--- src/rtl/fetch_stage_if.sv ---
// Fetch-stage bus: instruction ROM port, branch redirect, and the IF/ID handshake toward decode.
// The fetch stage is the master; the ROM, redirect source and decode stage together form the slave side.
interface fetch_stage_if #(
    parameter int N  = 64,
    parameter int IW = 32
);
    logic [7:0]    imem_addr;
    logic [IW-1:0] imem_q;
    logic          redirect;
    logic [N-1:0]  redirect_pc;
    logic [IW-1:0] instr_o;
    logic [N-1:0]  pc_o;
    logic          valid_o;
    logic          ready_i;
    logic          halted_o;
    logic [31:0]   fetch_cnt;

    modport master (
        output imem_addr, instr_o, pc_o, valid_o, halted_o, fetch_cnt,
        input  imem_q, redirect, redirect_pc, ready_i
    );

    modport slave (
        input  imem_addr, instr_o, pc_o, valid_o, halted_o, fetch_cnt,
        output imem_q, redirect, redirect_pc, ready_i
    );
endinterface

--- src/rtl/fetch_stage.sv ---
// LEGv8 instruction fetch: owns the PC, reads a combinational ROM and holds one instruction
// in an IF/ID slot with valid/ready toward decode. A zero word halts fetch until redirected.
module fetch_stage #(
    parameter int N  = 64,
    parameter int IW = 32
) (
    input  logic          clk,
    input  logic          reset,
    fetch_stage_if.master bus
);
    typedef enum logic {RUN, HALT} state_t;

    state_t        state, state_nxt;
    logic [N-1:0]  pc, pc_nxt;
    logic [N-1:0]  pc_o_r, pc_o_nxt;
    logic [IW-1:0] instr_r, instr_nxt;
    logic          valid_r, valid_nxt;
    logic [31:0]   cnt_r, cnt_nxt;
    logic          handshake;
    logic          slot_free;

    assign handshake = valid_r & bus.ready_i;
    assign slot_free = ~valid_r | bus.ready_i;

    always_ff @(posedge clk or posedge reset) begin
        if (reset) begin
            state   <= RUN;
            pc      <= '0;
            pc_o_r  <= '0;
            instr_r <= '0;
            valid_r <= 1'b0;
            cnt_r   <= '0;
        end else begin
            state   <= state_nxt;
            pc      <= pc_nxt;
            pc_o_r  <= pc_o_nxt;
            instr_r <= instr_nxt;
            valid_r <= valid_nxt;
            cnt_r   <= cnt_nxt;
        end
    end

    always_comb begin
        state_nxt = state;
        pc_nxt    = pc;
        pc_o_nxt  = pc_o_r;
        instr_nxt = instr_r;
        valid_nxt = valid_r;
        cnt_nxt   = cnt_r;

        // A handshake completing alongside a redirect still counts as delivered.
        if (handshake)
            cnt_nxt = cnt_r + 32'd1;

        if (bus.redirect) begin
            pc_nxt    = bus.redirect_pc & ~N'(3);
            valid_nxt = 1'b0;
            state_nxt = RUN;
        end else begin
            case (state)
                RUN: begin
                    if (slot_free) begin
                        if (bus.imem_q != '0) begin
                            instr_nxt = bus.imem_q;
                            pc_o_nxt  = pc;
                            valid_nxt = 1'b1;
                            pc_nxt    = pc + N'(4);
                        end else begin
                            // PC stays on the zero word; it is never handed to decode.
                            state_nxt = HALT;
                            valid_nxt = 1'b0;
                        end
                    end
                end
                HALT: begin
                    if (handshake)
                        valid_nxt = 1'b0;
                end
                default: state_nxt = RUN;
            endcase
        end
    end

    assign bus.imem_addr = pc[9:2];
    assign bus.instr_o   = instr_r;
    assign bus.pc_o      = pc_o_r;
    assign bus.valid_o   = valid_r;
    assign bus.halted_o  = (state == HALT);
    assign bus.fetch_cnt = cnt_r;
endmodule

--- src/flat_wrapper.sv ---
// flat-port wrapper written by rule: the top's interface ports become plain ports
module fetch_stage_flat 
#(
    parameter int N  = 64,
    parameter int IW = 32
)
  (clk, reset, bus_imem_addr, bus_instr_o, bus_pc_o, bus_valid_o, bus_halted_o, bus_fetch_cnt, bus_imem_q, bus_redirect, bus_redirect_pc, bus_ready_i);
  fetch_stage_if #(.N(N), .IW(IW)) bus_i ();
  input  logic clk;
  input  logic reset;
  output wire logic [$bits(bus_i.imem_addr)-1:0] bus_imem_addr;
  output wire logic [$bits(bus_i.instr_o)-1:0] bus_instr_o;
  output wire logic [$bits(bus_i.pc_o)-1:0] bus_pc_o;
  output wire logic [$bits(bus_i.valid_o)-1:0] bus_valid_o;
  output wire logic [$bits(bus_i.halted_o)-1:0] bus_halted_o;
  output wire logic [$bits(bus_i.fetch_cnt)-1:0] bus_fetch_cnt;
  input wire logic [$bits(bus_i.imem_q)-1:0] bus_imem_q;
  input wire logic [$bits(bus_i.redirect)-1:0] bus_redirect;
  input wire logic [$bits(bus_i.redirect_pc)-1:0] bus_redirect_pc;
  input wire logic [$bits(bus_i.ready_i)-1:0] bus_ready_i;
  assign bus_imem_addr = bus_i.imem_addr;
  assign bus_instr_o = bus_i.instr_o;
  assign bus_pc_o = bus_i.pc_o;
  assign bus_valid_o = bus_i.valid_o;
  assign bus_halted_o = bus_i.halted_o;
  assign bus_fetch_cnt = bus_i.fetch_cnt;
  assign bus_i.imem_q = bus_imem_q;
  assign bus_i.redirect = bus_redirect;
  assign bus_i.redirect_pc = bus_redirect_pc;
  assign bus_i.ready_i = bus_ready_i;
  fetch_stage #(.N(N), .IW(IW)) u_core (.clk(clk), .reset(reset), .bus(bus_i));
endmodule
--- config.mk ---
export PLATFORM = sky130hd
export DESIGN_NAME = fetch_stage_flat
export DESIGN_NICKNAME = d
export VERILOG_FILES = /design/src/rtl/fetch_stage_if.sv /design/src/rtl/fetch_stage.sv /design/src/flat_wrapper.sv
export SDC_FILE = /design/constraint.sdc
export NUM_CORES = 1
export LEC_CHECK = 0
export BUFFER_PORTS_ARGS = -buffer_cell sky130_fd_sc_hd__buf_4
export CAP_MARGIN = 20
export CORE_ASPECT_RATIO = 1.5
export CORE_MARGIN = 5
export CORE_UTILIZATION = 56
export CTS_BUF_LIST = sky130_fd_sc_hd__clkbuf_8
export DETAILED_ROUTE_END_ITERATION = 12
export GPL_TIMING_DRIVEN = 0
export PLACE_DENSITY = 0.84
export SYNTH_ARGS = -nofsm -noshare
export SYNTH_HDL_FRONTEND = slang
export SYNTH_SLANG_ARGS = --single-unit
--- constraint.sdc ---
create_clock -name clk -period 15 [get_ports clk]
set_input_delay 3 -clock clk [delete_from_list [all_inputs] [get_ports clk]]
set_output_delay 3 -clock clk [all_outputs]
set_load 0.01 [all_outputs]
Word level (Yosys, flattened, before mapping)
Cells that the tools add are included.
{ "totals": {"register_bits": 194, "inputBits": 100, "output_inout_bits": 138, "word_cells": 35} }
{ "op_classes": {"addsub": 2, "eq_ne": 3, "muxes": 13, "bitwise": 5, "reduce_logical": 6} }
{ "ops": {"columns": ["op", "count"], "rows": [
  ["64-bit 2-to-1 mux", 4],
  ["64-bit by 3-bit adder with 64-bit output, second input constant", 1],
  ["32-bit by 1-bit adder with 32-bit output, second input constant", 1],
  ["32-bit nonzero test", 1],
  ["1-bit 2-to-1 mux", 8],
  ["4-bit AND reduction", 1],
  ["2-bit nonzero test", 2],
  ["3-bit by 2-bit != test with 1-bit output, second input constant", 1],
  ["3-bit != test, second input constant", 1],
  ["1-bit NOT", 3],
  ["3-bit AND reduction", 1],
  ["2-bit != test, second input constant", 1],
  ["1-bit case mux with 2 select lines", 1],
  ["2-bit AND reduction", 1],
  ["1-bit bitwise AND", 1],
  ["1-bit OR", 1]
]} }

Longest topological paths before layout
Gate-level depths: netlist of run 1.
{ "depth": {"ltp_word": 5, "depth_mapped": 8, "depth_no_buf": 7} }

Worst setup path after synthesis of run 1
No wires, ideal clock.
{ "synth_path": {"kind": "input-to-reg", "from": "in bus_imem_q[3]", "to": "reg u_core.instr_r[14] (netlist: u_core.bus.instr_o[14])", "t_arrival_ns": 4.722, "path_slack_ns": 10.153, "path_stages": 7, "n_path_buf": 2, "cell_sequence": "nor4_1 -> nand2_1 -> o41ai_4 -> nor3_2 -> buf_6 -> buf_6 -> mux2_4"} }
{ "synth_between": {"elab_chain_cells": 2} }
{ "synth_lines": {"columns": ["item", "line", "source"], "rows": [
  ["start: declaration", "flat_wrapper.sv:17", "input wire logic [$bits(bus_i.imem_q)-1:0] bus_imem_q;"],
  ["32-bit nonzero test", "fetch_stage.sv:63", "if (bus.imem_q != '0) begin"],
  ["4-bit AND reduction (no source line)", null, null],
  ["end signal: assignment", "fetch_stage.sv:37", "instr_r <= instr_nxt;"],
  ["end: declaration", "fetch_stage.sv:16", "logic [IW-1:0] instr_r, instr_nxt;"]
]} }
No other way between the ends.
A chain may end at the register's enable or synchronous reset.

Worst setup path after layout of run 1
{ "layout_path": {"from": "in bus_imem_q[0]", "to": "reg u_core.pc[10]"} }
{ "layout_between": {"elab_chain_cells": 3} }
{ "layout_lines": {"columns": ["item", "line", "source"], "rows": [
  ["32-bit nonzero test", "fetch_stage.sv:63", null],
  ["2-bit nonzero test (no source line)", null, null],
  ["3-bit AND reduction (no source line)", null, null],
  ["end signal: assignment", "fetch_stage.sv:35", "pc <= pc_nxt;"],
  ["end: declaration", "fetch_stage.sv:14", "logic [N-1:0] pc, pc_nxt;"]
]} }
No other way between the ends.

==> results of run 1 <==
## routing by layer
| layer | GRT usage (%) | wire (um) | vias to the layer above |
|---|---|---|---|
| li1 | - | - | 3349 |
| met1 | 32.7 | 9570 | 3562 |
| met2 | 45.8 | 13200 | 258 |
| met3 | 5.34 | 1470 | 55 |
| met4 | 12.6 | 1010 | 0 |
| met5 | 0 | 0 | - |
## where the power goes
group / internal, mW / switching [mW] / leakage, nW
logic: 0.161 / 0.121 / 2.77
clock network: 0.125 / 0.202 / 0.192
registers: 0.575 / 0.0598 / 2.33
## registers in the layout, indices dropped and copies added, names as in the netlist
register              cells
u_core.bus.pc_o          62
u_core.pc                62
u_core.bus.fetch_cnt     32
u_core.bus.instr_o       32
u_core.bus.halted_o       1
u_core.bus.valid_o        1
## layout make-up
cell class	count	area [sq um]	area share (%)
inverter	14	60.1	0.518
tap	206	258	2.22
clock buffer	18	248	2.14
multi-input combinational	556	4100	35.4
clock inverter	14	124	1.07
timing repair buffer	234	1780	15.3
sequential	190	4750	41.0
buffer	43	262	2.26
## per-stage QoR
step | cell area, sq um | worst slack, ns | hold slack, ns | instances
floorplan | 9170 | 6.83 | 0.504 | 803
global placement | 11200 | 4.80 | 0.477 | 1242
detailed placement | 11200 | 9.57 | 0.474 | 1243
CTS | 11600 | 10.03 | 0.496 | 1275
global route | 11600 | 9.89 | 0.514 | 1275
finish | 11600 | 10.02 | 0.498 | 1275
## Yosys cell counts, types with 6 or more instances
| cell | number | area (sq um) |
|---|---|---|
| dfrtp_1 | 190 | 4750 |
| nand3_1 | 35 | 175 |
| nor4_1 | 35 | 219 |
| o21ai_0 | 44 | 220 |
| mux2_2 | 43 | 484 |
| and3_1 | 12 | 75.1 |
| xnor2_1 | 63 | 552 |
| buf_6 | 7 | 78.8 |
| nand2_1 | 95 | 357 |
| nand4_1 | 33 | 206 |
| inv_1 | 13 | 48.8 |
| xor2_1 | 18 | 158 |
| buf_2 | 8 | 40.0 |
| mux2_4 | 60 | 901 |
| nor2_1 | 35 | 131 |
| clkbuf_1 | 16 | 60.1 |
| nor3_1 | 25 | 125 |
| buf_4 | 10 | 75.1 |
| and4_1 | 6 | 52.6 |
## cell families (layout without fill, tap and decap cells)
group	Yosys count	in the layout	share of synthesized area, %
AOI/OAI and AO/OA	61	61	4.11
xor gates and xnor gates	81	81	7.74
adders and majority gates	2	2	0.273
buffers and inverters	57	323	3.43
DFF	190	190	51.9
muxes	104	104	15.2
other	1	2	0.0409
and+or+nand+nor	306	306	17.3
## cell usage in the layout (no fill, tap or decap), types with 5 or more instances in the layout
cell type,n
and3_1,12
and4_1,6
buf_2,8
buf_4,243
buf_6,7
clkbuf_1,16
clkbuf_8,18
dfrtp_1,190
inv_1,12
inv_8,5
mux2_2,43
mux2_4,60
nand2_1,95
nand3_1,35
nand4_1,33
nor2_1,35
nor3_1,25
nor4_1,35
o21ai_0,44
xnor2_1,63
xor2_1,18
## final timing paths
path | from | end | slack [ns] | cells after the start
setup / recovery | bus_imem_q[0] | u_core.pc[10]$_DFFE_PP0P_ | 10.02 | 9
hold / removal | u_core.bus.fetch_cnt[27]$_DFFE_PP0P_ | u_core.bus.fetch_cnt[27]$_DFFE_PP0P_ | 0.50 | 1
setup reg to reg | u_core.bus.valid_o$_DFFE_PP0P_ | u_core.pc[54]$_DFFE_PP0P_ | 12.38 | 6
hold reg to reg | u_core.bus.fetch_cnt[27]$_DFFE_PP0P_ | u_core.bus.fetch_cnt[27]$_DFFE_PP0P_ | 0.50 | 1
max in group asynchronous | reset | u_core.bus.pc_o[45]$_DFFE_PP0P_ | 11.50 | 3
min in group asynchronous | reset | u_core.bus.instr_o[6]$_DFFE_PP0P_ | 2.63 | 2
==> results.py, run 1 <==
metrics = {
    "status": {
        "status": "finished clean",
    },
    "sta": {
        "min_period_ns": 4.98,
        "slew_viol_final": 0,
        "rsz0062_at_grt": "no",
        "slew_headroom_pct": 47.7,
        "finalSetupTns_ns": 0,
        "hold_viol_final": 0,
        "tightest_slew_ns": 0.777,
        "finClkSkew_ns": 0.0146,
        "setup_viol": 0,
        "max_freq_ghz": 0.201,
        "post-route-period-util_pct": 33.2,
    },
    "grt": {
        "grt_pass1_wl_um": 40400,
        "grt_pass1_vias": 7441,
        "grtUsageTotal_pct": 27.0,
        "grt_start_max_net_pins": 107,
        "antenna_found_initial": 0,
        "grt_overflow_total": 0,
    },
    "power_and_ir_drop": {
        "ir_drop_v": 0.0000801,
        "totalPowerFinal_mw": 1.24,
        "powerDensity_mw_per_mm2": 107,
        "power.leakage_nw": 5.29,
    },
    "yosys": {
        "yosys_warnings": 0,
        "seq_area_frac_synth_pct": 51.9,
        "yosysUniqueCellTypes": 47,
        "synth-edff-count": 0,
        "syn_inst": 802,
        "async_flop_share_pct": 100,
        "avgSynthCellArea_sq_um": 11.4,
        "syn_area_sq_mm": 0.00917,
        "ys_ff_latch": 190,
        "synth_flop_cell": "dfrtp_1",
    },
    "routing": {
        "drc": 0,
        "drtIter0Drc": 491,
        "wl_um": 25300,
        "vias_per_cell": 5.67,
        "post_drt_wl_per_cell_um": 19.8,
        "ant_nets": 0,
        "dr.pass1.iters": 5,
        "dr_total_vias": 7224,
    },
    "final_layout": {
        "num-fill-cells": 1178,
        "antennaDiodeCount": 0,
        "syn_to_final_growth_pct": 26.4,
        "final_nets": 1158,
        "final_util_pct": 71.9,
        "drive_gt1_share_pct": 38.1,
    },
    "place": {
        "dpl.hpwl_um": 19200,
        "numPortBuffers": 233,
        "gp_congestion": 0.831,
    },
    "die": {
        "dieWidth_um": 114,
        "die_h_um": 167,
        "initial_utilization_pct": 56.9,
        "design.portCount": 238,
        "rows": 57,
        "die-area_sq_mm": 0.0191,
        "coreArea_sq_mm": 0.0161,
    },
    "run": {
        "drv_cap": 0,
    },
    "setup_path": {
        "cpMostUsedCell": "buf_2",
        "crit_type": "input pin to flip-flop",
        "critical-path-max-stage-delay_ns": 0.60,
        "end_kind": "flip-flop",
        "crit_buf_inv": 3,
        "cp.required_ns": 15.38,
        "cpLargestDelayFamily": "compound AO/OA/AOI/OAI gates",
        "crit_fanout": 10,
        "startpoint_type": "input pin",
        "crit_slowest_cell": "o41ai_2",
        "crit_arrival_ns": 5.37,
        "worstPathCellList": "buf_4 > nor4_1 > nand2_1 > o41ai_2 > buf_2 > buf_2 > nor3_1 > xnor2_1 > o21ai_0",
    },
    "clock_tree": {
        "cts_tree": "done",
        "clk_pin_slew_ns": 0.10,
        "numCtsBuffers": 17,
        "cts_sinks": 190,
        "postCtsHoldBufs": 0,
        "clockBufferDepth": 2,
        "ctsHtreeMaxLevel": 4,
        "root_buffer": "clkbuf_8",
        "worstSkewPairLatency_ns": 0.48,
        "postCtsSetupRepairBufs": 0,
        "cts_resized": 0,
    },
    "worst_hold_path": {
        "worst_hold_path_type": "flip-flop to flip-flop",
    },
}
Note: power is estimated with default switching activity, not from simulation.
==> run 2: changes to the inputs <==
- ABC_AREA: not set -> 1
- CORE_UTILIZATION: 56 -> 51
- PLACE_DENSITY: 0.84 -> 0.79
- clock period: 15 -> 4.2 ns (I/O delays scaled with it)
==> results.py, run 2 <==
metrics = {
    "status": {
        "status": "finished clean",
    },
    "yosys": {
        "synth_commonest_cells": "566 x nand2_1, 207 x nor2_1, 190 x dfrtp_1, 148 x inv_1, 130 x nand3_1",
        "yosysTopAreaCell": "dfrtp_1",
        "synth-edff-count": 0,
        "yosysUniqueCellTypes": 31,
        "synth_flop_cell": "dfrtp_1",
        "async_flop_share_pct": 100,
        "ys_ff_latch": 190,
        "syn_area_sq_mm": 0.0107,
        "synth_top_cell_area_share_pct": 44.5,
        "yosys_warnings": 0,
        "seq_area_frac_synth_pct": 44.5,
        "avgSynthCellArea_sq_um": 6.92,
        "yosysMostFrequentCell": "nand2_1",
        "syn_inst": 1545,
        "synthTopCellsByArea": "dfrtp_1 44%, nand2_1 20%, nor2_1 7.3%, nand3_1 6.1%, inv_1 5.2%",
    },
    "sta": {
        "rsz0062_at_grt": "no",
        "slew_headroom_pct": 47.4,
        "min_period_ns": 2.40,
        "hold_viol_final": 0,
        "post-route-period-util_pct": 57.2,
        "tightest_slew_ns": 0.788,
        "slew_viol_final": 0,
        "setup_viol": 0,
        "worst_slack_ns": 1.80,
        "max_freq_ghz": 0.416,
        "finClkSkew_ns": 0.0162,
    },
    "routing": {
        "post_drt_wl_per_cell_um": 18.6,
        "drc": 0,
        "dr.pass1.iters": 6,
        "dr_total_vias": 11100,
        "drtIter0Drc": 855,
        "vias_per_cell": 5.32,
        "ant_nets": 0,
        "wl_um": 38800,
    },
    "clock_tree": {
        "cts_tree": "done",
        "worstSkewPairLatency_ns": 0.50,
        "cts_sinks": 190,
        "cts_resized": 0,
        "ctsHtreeMaxLevel": 4,
        "numCtsBuffers": 17,
        "clk_pin_slew_ns": 0.11,
        "postCtsSetupRepairBufs": 0,
        "postCtsHoldBufs": 0,
        "clockBufferDepth": 2,
        "root_buffer": "clkbuf_8",
    },
    "final_layout": {
        "seqCellArea_sq_mm": 0.00475,
        "layout_commonest_cell": "nand2_1",
        "final_area_sq_mm": 0.0133,
        "drive_gt1_share_pct": 18.9,
        "multi_input_area_sq_mm": 0.00503,
        "antennaDiodeCount": 0,
        "syn_to_final_growth_pct": 24.1,
        "final_nets": 1905,
        "num-fill-cells": 1940,
        "final_util_pct": 63.7,
        "finalNonFillerCells": 2084,
        "final_cell_mix": "566 x nand2_1, 254 x buf_4, 207 x nor2_1",
    },
    "die": {
        "die-area_sq_mm": 0.0240,
        "design.portCount": 238,
        "dieWidth_um": 128,
        "rows": 65,
        "die_h_um": 187,
        "coreArea_sq_mm": 0.0208,
        "initial_utilization_pct": 51.3,
    },
    "setup_path": {
        "crit_arrival_ns": 2.80,
        "end_kind": "flip-flop",
        "r2r_cells": 9,
        "crit_fanout": 10,
        "regToRegStartpoint": "u_core.pc[17]$_DFFE_PP0P_",
        "crit_type": "input pin to flip-flop",
        "cp.required_ns": 4.60,
        "r2r-end": "u_core.pc[37]$_DFFE_PP0P_",
        "startpoint_type": "input pin",
        "r2r_slack_ns": 1.85,
    },
    "grt": {
        "grtUsageTotal_pct": 32.5,
        "grt_overflow_total": 0,
        "grt_pass1_vias": 11000,
        "busiest_layer": "met2",
        "grt_util_met3_pct": 5.03,
        "grt_start_max_net_pins": 40,
        "use_met2_pct": 58.8,
        "grt_pass1_wl_um": 60100,
        "met1_usage_pct": 35.9,
        "antenna_found_initial": 0,
    },
    "place": {
        "post-place-ws_ns": 1.32,
        "numPortBuffers": 233,
        "gp_congestion": 0.987,
        "dpl_cell_area_sq_mm": 0.0129,
        "post-place-cells": 2052,
        "dpl.hpwl_um": 31700,
    },
    "power_and_ir_drop": {
        "powerDensity_mw_per_mm2": 364,
        "ir_drop_v": 0.000258,
        "power.leakage_nw": 6.92,
        "totalPowerFinal_mw": 4.83,
    },
    "run": {
        "drv_cap": 0,
    },
    "worst_hold_path": {
        "worst_hold_path_type": "input pin to asynchronous set/reset pin",
    },
}
run 2: cell types whose count changed after synthesis, sizes merged, moves of 12 or more:
cell	previous run	this run
nand3	35	131
buf	27	45
inv	14	151
nor3	27	15
nor2	37	225
nor4	39	0
nand2	95	575
xnor2	63	11
mux2	103	0
o21ai	45	128
run 2: metal layers:
layer,share of wire (%),routed length [um]
met5,0,0
met4,5.9,2300
met3,5.4,2090
met2,53,20500
met1,36,14000
run 2: layout make-up:
| cell class | instances | area share [%] |
|---|---|---|
| Timing Repair Buffer | 238 | 13.9 |
| Clock buffer | 17 | 1.76 |
| Clock inverter | 15 | 1.11 |
| Sequential cell | 190 | 35.9 |
| Inverter | 151 | 4.30 |
| Multi-Input combinational cell | 1146 | 38.0 |
| Tap cell | 268 | 2.53 |
| Buffer | 59 | 2.53 |
run 2: logic make-up after synthesis:
family,share of synthesized area (%)
simple gates,37.9
buf+inv,8.44
flops,44.5
compound gates,6.22
xor+xnor,2.70
fa+ha+maj,0.234
other cells,0.0351
run 2: how the worst max path moves through the flow:
stage,startpoint,end,cells after the start
floorplan,reset,u_core.bus.fetch_cnt[0]$_DFFE_PP0P_,1
global placement,reset,u_core.bus.pc_o[50]$_DFFE_PP0P_,2
detailed placement,bus_redirect,u_core.pc[52]$_DFFE_PP0P_,8
CTS,bus_redirect,u_core.pc[52]$_DFFE_PP0P_,8
global route,u_core.pc[17]$_DFFE_PP0P_,u_core.pc[61]$_DFFE_PP0P_,9
finish,bus_redirect,u_core.pc[52]$_DFFE_PP0P_,8
run 2: through the flow:
| step | hold slack (ns) | setup TNS (ns) |
|---|---|---|
| after floorplan | 0.467 | 0 |
| after global placement | 0.456 | -51.46 |
| after detailed placement | 0.464 | 0 |
| after CTS | 0.398 | 0 |
| after global routing | 0.433 | 0 |
| final | 0.411 | 0 |
run 2: power breakdown:
group / total, mW / switching, mW / internal (mW)
registers: 2.34 / 0.251 / 2.09
clock network: 1.22 / 0.697 / 0.528
logic: 1.26 / 0.715 / 0.545
run 2: worst max-delay path, stage by stage:
cell	delay, ns
buf_4	0.11
buf_2	0.20
inv_1	0.10
clkbuf_1	0.50
clkbuf_1	0.63
nand3_1	0.25
nand2_1	0.11
nand2_1	0.05
